File: config.mk
export PLATFORM = sky130hd
export DESIGN_NAME = muldiv_iter
export DESIGN_NICKNAME = d
export VERILOG_FILES = /design/src/rtl/muldiv_iter.sv
export SDC_FILE = /design/constraint.sdc
export NUM_CORES = 1
export LEC_CHECK = 0
export CORE_MARGIN = 5
export CORE_UTILIZATION = 46
export DETAILED_ROUTE_END_ITERATION = 10
export PLACE_DENSITY = 0.74
export SYNTH_ARGS = -nofsm -noshare
export SYNTH_HDL_FRONTEND = slang
export SYNTH_SLANG_ARGS = --single-unit
File: constraint.sdc
create_clock -name clock -period 8.2 [get_ports clock]
set_input_delay 2.05 -clock clock [delete_from_list [all_inputs] [get_ports clock]]
set_output_delay 2.05 -clock clock [all_outputs]
set_load 0.1 [all_outputs]
File: src/rtl/muldiv_iter.sv
// Iterative MUL/MADD/DIV unit: radix-2 shift-add multiplier and restoring divider
// sharing one 2W accumulator, with a single sign-fix cycle before the result.
module muldiv_iter #(
  parameter int unsigned DATA_WIDTH = 32
) (
  input  logic                  clock,
  input  logic                  reset_n,
  input  logic                  start,
  input  logic [1:0]            op,
  input  logic                  op_u,
  input  logic [DATA_WIDTH-1:0] a,
  input  logic [DATA_WIDTH-1:0] b,
  input  logic [DATA_WIDTH-1:0] hi_in,
  input  logic [DATA_WIDTH-1:0] lo_in,
  input  logic                  kill,
  output logic                  busy,
  output logic                  done,
  output logic [DATA_WIDTH-1:0] hi_out,
  output logic [DATA_WIDTH-1:0] lo_out,
  output logic                  div_by_zero
);

  localparam int unsigned W    = DATA_WIDTH;
  localparam int unsigned W2   = 2 * DATA_WIDTH;
  localparam int unsigned CW   = $clog2(DATA_WIDTH + 1);
  localparam logic [CW-1:0] LAST = CW'(DATA_WIDTH - 1);

  typedef enum logic [1:0] {IDLE, CALC, FIX, DONE} state_t;
  typedef enum logic [1:0] {OP_MUL = 2'b00, OP_MADD = 2'b01, OP_DIV = 2'b10, OP_RSV = 2'b11} op_t;

  state_t          state_q, state_d;
  op_t             op_q, op_d;
  logic [CW-1:0]   cnt_q, cnt_d;
  logic [W2-1:0]   acc_q, acc_d;
  logic [W-1:0]    opnd_q, opnd_d;
  logic [W-1:0]    a_q, a_d, b_q, b_d;
  logic [W-1:0]    hin_q, hin_d, lin_q, lin_d;
  logic            res_neg_q, res_neg_d, rem_neg_q, rem_neg_d;
  logic [W-1:0]    hi_q, hi_d, lo_q, lo_d;
  logic            dbz_q, dbz_d;

  logic            accept, load, a_neg, b_neg, div_ok;
  logic [W-1:0]    a_mag, b_mag, div_diff, quo, rem;
  logic [W:0]      mul_sum, rem_sh;
  logic [W2-1:0]   mul_next, div_next, prod;

  always_comb begin
    accept = start && (op != OP_RSV) && !kill;
    a_neg  = !op_u && a[W-1];
    b_neg  = !op_u && b[W-1];
    a_mag  = a_neg ? (~a + W'(1)) : a;
    b_mag  = b_neg ? (~b + W'(1)) : b;

    // Multiply: acc = {partial sum, remaining multiplier bits}; the add carry shifts in at the top.
    mul_sum  = {1'b0, acc_q[W2-1:W]} + (acc_q[0] ? {1'b0, opnd_q} : '0);
    mul_next = {mul_sum, acc_q[W-1:1]};

    // Divide: acc = {remainder, dividend/quotient}; shifted remainder needs one extra bit.
    rem_sh   = acc_q[W2-1:W-1];
    div_ok   = rem_sh >= {1'b0, opnd_q};
    div_diff = rem_sh[W-1:0] - opnd_q;
    div_next = div_ok ? {div_diff, acc_q[W-2:0], 1'b1} : {rem_sh[W-1:0], acc_q[W-2:0], 1'b0};

    prod = (res_neg_q ? (~acc_q + W2'(1)) : acc_q) + ((op_q == OP_MADD) ? {hin_q, lin_q} : '0);
    quo  = res_neg_q ? (~acc_q[W-1:0] + W'(1)) : acc_q[W-1:0];
    rem  = rem_neg_q ? (~acc_q[W2-1:W] + W'(1)) : acc_q[W2-1:W];
  end

  always_comb begin
    state_d   = state_q;
    op_d      = op_q;
    cnt_d     = cnt_q;
    acc_d     = acc_q;
    opnd_d    = opnd_q;
    a_d       = a_q;
    b_d       = b_q;
    hin_d     = hin_q;
    lin_d     = lin_q;
    res_neg_d = res_neg_q;
    rem_neg_d = rem_neg_q;
    hi_d      = hi_q;
    lo_d      = lo_q;
    dbz_d     = dbz_q;
    load      = 1'b0;

    case (state_q)
      IDLE: if (accept) begin
        load    = 1'b1;
        state_d = CALC;
      end
      CALC: if (kill) begin
        state_d = IDLE;
      end else begin
        acc_d = (op_q == OP_DIV) ? div_next : mul_next;
        cnt_d = cnt_q + CW'(1);
        if (cnt_q == LAST) state_d = FIX;
      end
      FIX: if (kill) begin
        state_d = IDLE;
      end else begin
        state_d = DONE;
        if (op_q != OP_DIV) begin
          hi_d = prod[W2-1:W];
          lo_d = prod[W-1:0];
        end else if (b_q == '0) begin
          hi_d  = a_q;
          lo_d  = '1;
          dbz_d = 1'b1;
        end else begin
          hi_d = rem;
          lo_d = quo;
        end
      end
      DONE: if (accept) begin
        load    = 1'b1;
        state_d = CALC;
      end else begin
        state_d = IDLE;
      end
      default: state_d = IDLE;
    endcase

    if (load) begin
      op_d      = op_t'(op);
      a_d       = a;
      b_d       = b;
      hin_d     = hi_in;
      lin_d     = lo_in;
      res_neg_d = !op_u && (a[W-1] ^ b[W-1]);
      rem_neg_d = a_neg;
      cnt_d     = '0;
      dbz_d     = 1'b0;
      if (op == OP_DIV) begin
        acc_d  = {W'(0), a_mag};
        opnd_d = b_mag;
      end else begin
        acc_d  = {W'(0), b_mag};
        opnd_d = a_mag;
      end
    end
  end

  always_ff @(posedge clock or negedge reset_n) begin
    if (!reset_n) begin
      state_q   <= IDLE;
      op_q      <= OP_MUL;
      cnt_q     <= '0;
      acc_q     <= '0;
      opnd_q    <= '0;
      a_q       <= '0;
      b_q       <= '0;
      hin_q     <= '0;
      lin_q     <= '0;
      res_neg_q <= 1'b0;
      rem_neg_q <= 1'b0;
      hi_q      <= '0;
      lo_q      <= '0;
      dbz_q     <= 1'b0;
    end else begin
      state_q   <= state_d;
      op_q      <= op_d;
      cnt_q     <= cnt_d;
      acc_q     <= acc_d;
      opnd_q    <= opnd_d;
      a_q       <= a_d;
      b_q       <= b_d;
      hin_q     <= hin_d;
      lin_q     <= lin_d;
      res_neg_q <= res_neg_d;
      rem_neg_q <= rem_neg_d;
      hi_q      <= hi_d;
      lo_q      <= lo_d;
      dbz_q     <= dbz_d;
    end
  end

  assign busy        = (state_q != IDLE);
  assign done        = (state_q == DONE);
  assign hi_out      = hi_q;
  assign lo_out      = lo_q;
  assign div_by_zero = dbz_q;

endmodule

==> impl_metrics.ini <==
[routing]
via_count = 23796
drtIter0Drc = 2871
post_drt_wl_per_cell_um = 20.9
drtAntennaViolNets = 0
routed_wl_mm = 83.5
firstDrtPassIters = 6
vias_per_cell = 5.96
remaining_drc_errors = 0

[critical_path]
slowest_delay_ns = 0.81
worst_setup_path_end_kind = register
critPathRequiredTime_ns = 8.62
cp_cell_sequence = or4_1 -> or4_1 -> or4_1 -> nand2b_1 -> or2_2 -> o21ai_0 -> xnor2_1 -> ha_1 -> nand2_1 -> nor2_1 -> nand3_1 -> a2111oi_0 -> o21bai_1 -> a2111oi_0 -> o21ai_0 -> nand2_1 -> xnor2_1 -> o21ai_0
r2r_start = acc_q[4]
r2r_setup_slack_ns = 1.46
crit_type = reg -> reg
cp-start-kind = register
critPathMaxFanout = 12
reg2reg_depth = 18
crit_arrival_ns = 7.15
crit_slowest_cell = a2111oi_0
worstReg2RegEnd = hi_out[25]

[floorplan]
dieArea_um2 = 57600
std_cell_rows = 84
start_util = 0.463
core-area_um2 = 52600
dieHeight_um = 240
io_pins = 202
die_w_um = 240

[global_routing]
grt_pass1_wl_mm = 128
first_global_vias = 22037
antenna_found_initial = 2
grt_max_degree = 230
grt-ovfl-total = 0
grt_use_total = 0.280

[final_layout]
fin_cells = 3992
nets = 3551
syn_to_final_growth_pct = 14.8
post_route_cells_drive_above_1_share = 0.0373
fillers = 5043

[power]
pwr-share-clk = 0.132
power_density_nw_per_um2 = 473
switchingPower_mw = 6.98
vdd_drop_max_mv = 0.235
leakage_nw = 12.5
comb_power_share = 0.649
switching_share = 0.528
p_seq_frac = 0.219
p_int_mw = 6.24

[min_path]
worstHoldPathType = reg -> reg
min_to = lin_q[10]
hold_depth = 2
min-delay-start = lin_q[10]

[cts]
root_buffer = clkbuf_16
htree_levels = 2
cts_buffers = 37
cts_setup_buffers = 0
cts_tree = done
cts_buffer_depth = 3
ctsResizeCount = 0
cts.reportedPaths.clkPinSlew_ns = 0.06
clkLatencyLatePin_ns = 0.57
hold_buffers = 0
clock-sinks = 301

[sta]
worst_pin_slew_ns = 1.17
maxSlewHeadroom = 0.217
setup-violations-final = 0
fin_skew_ns = 0.0276
period_minus_slack_ns = 6.74
grt_setup_unrepaired = no
fin_crit_sh = 0.821
clock.fmax_mhz = 148
tns_ns = 0
hold_viol = 0
fin_ws_ns = 1.46
fin_hold_ws_ns = 0.472
final_max_slew_viol_count = 0

[yosys]
syn_nets = 3502
synth_seq_cells = 301
yosys_warnings = 0
synth_cell_types = 74
netlist.area_leader.share = 0.309
synth_edf_count = 0
syn_area_per_cell_um2 = 7.55
synthFlopType = dfrtp_1
synth_most_common_cell = nand2_1
syn_area_um2 = 24400
yosys-top-cells-area = dfrtp_1 (31%), nand2_1 (11%), ha_1 (7.0%), o21ai_0 (6.1%), xnor2_1 (5.9%)
synth_common_cells = nand2_1 (710), dfrtp_1 (301), o21ai_0 (297)
syn-instance-count = 3227
synth_top_area_cell = dfrtp_1
postSynth.asyncResetShare = 1.00
synth-seq-area-share = 0.309

[placed_design]
io_buffers = 201
dp_slack_ns = 1.67
dp_cells = 3925
gp_congestion = 0.988
place_hpwl_mm = 62.9

[job]
maxCapViolations = 0

[outcome]
status = finished, final reports clean
## registers in the layout, indices dropped and copies added, names as in the netlist, 2 cells and up
name     count
a_q         32
acc_q       64
b_q         32
cnt_q        6
hi_out      32
hin_q       32
lin_q       32
lo_out      32
op_q         2
opnd_q      32
state_q      2
## metal layers
layer,routed length [um],global-route usage
met1,36600,0.416
met2,35800,0.414
met3,8440,0.0491
met4,2670,0.0891
met5,0,0
## final cells by class
type / count / area, um^2 / area share
Antenna cell: 2 / 5.00 / 0.000179
Clock buffer: 45 / 1020 / 0.0364
Clock inverter: 20 / 260 / 0.00931
Inverter: 76 / 285 / 0.0102
Multi-Input combinational cell: 2637 / 15800 / 0.565
Sequential cell: 301 / 7530 / 0.270
Tap cell: 688 / 861 / 0.0308
Timing Repair Buffer: 223 / 2210 / 0.0790
## cell usage in the layout, fill, tap and decap left out, drive strengths merged, types with 6 or more instances in the layout
cell type        n
a21o            69
o21a            13
o22ai           30
a31oi           26
nand2          710
o21ai          298
ha             137
nor4            22
o21bai          27
buf             23
o211ai          40
xor2            98
clkdlybuf4s50  200
nor2           211
nor3            41
a211oi          40
o41ai           13
a21oi          227
o31ai           32
nand2b          25
clkbuf          45
or4             21
xnor2          163
and2            76
nor2b           20
and3            10
a21boi           9
a22oi           23
a221oi           6
nand4           40
or2             14
mux2i           34
inv             76
dfrtp          301
clkinv          13
nand3           58
or3             23
## kinds of logic after synthesis
group | count (synthesis) | synth area share
AND/OR/NAND/NOR | 1284 | 0.233
AO/OA/AOI/OAI | 918 | 0.232
flip-flops | 301 | 0.309
buffers and inverters | 289 | 0.0449
XOR/XNOR | 261 | 0.0939
adder cells (fa/ha/maj) | 140 | 0.0729
multiplexers | 34 | 0.0140
## how the worst max path moves through the flow
stage / startpoint / end
final: acc_q[4] / hi_out[25]
after global routing: acc_q[4] / hi_out[25]
after CTS: acc_q[4] / hi_out[25]
after detailed placement: acc_q[4] / hi_out[25]
after global placement: acc_q[4] / hi_out[25]
after floorplan: acc_q[0] / hi_out[31]
## power by group through the flow
stage | Clock [mW] | Combinational [mW] | Sequential [mW]
6_report | 1.75 | 8.58 | 2.89
5_1_grt | 1.83 | 9.34 | 2.97
4_1_cts | 1.77 | 8.45 | 2.86
3_5_place_dp | 0 | 8.42 | 2.87
3_3_place_gp | 0 | 8.38 | 2.85
2_1_floorplan | 0 | 5.60 | 3.51
## critical path, delay by kind of cell (launching register included)
| kind | cells | cell delay, ns |
|---|---|---|
| xor gates and xnor gates | 2 | 0.24 |
| and+or+nand+nor | 9 | 2.99 |
| DFF | 1 | 0.45 |
| adders and majority gates | 1 | 0.42 |
| AOI/OAI and AO/OA | 6 | 2.48 |
## per-stage QoR
stage / power [mW] / instance area [um^2] / utilization
global route: 14.1 / 27900 / 0.532
CTS: 13.1 / 27900 / 0.532
finish: 13.2 / 27900 / 0.532
floorplan: 9.11 / 24400 / -
global placement: 11.2 / 26700 / 0.507
detailed placement: 11.3 / 26700 / 0.507
Power figures use the tool's default switching activity.
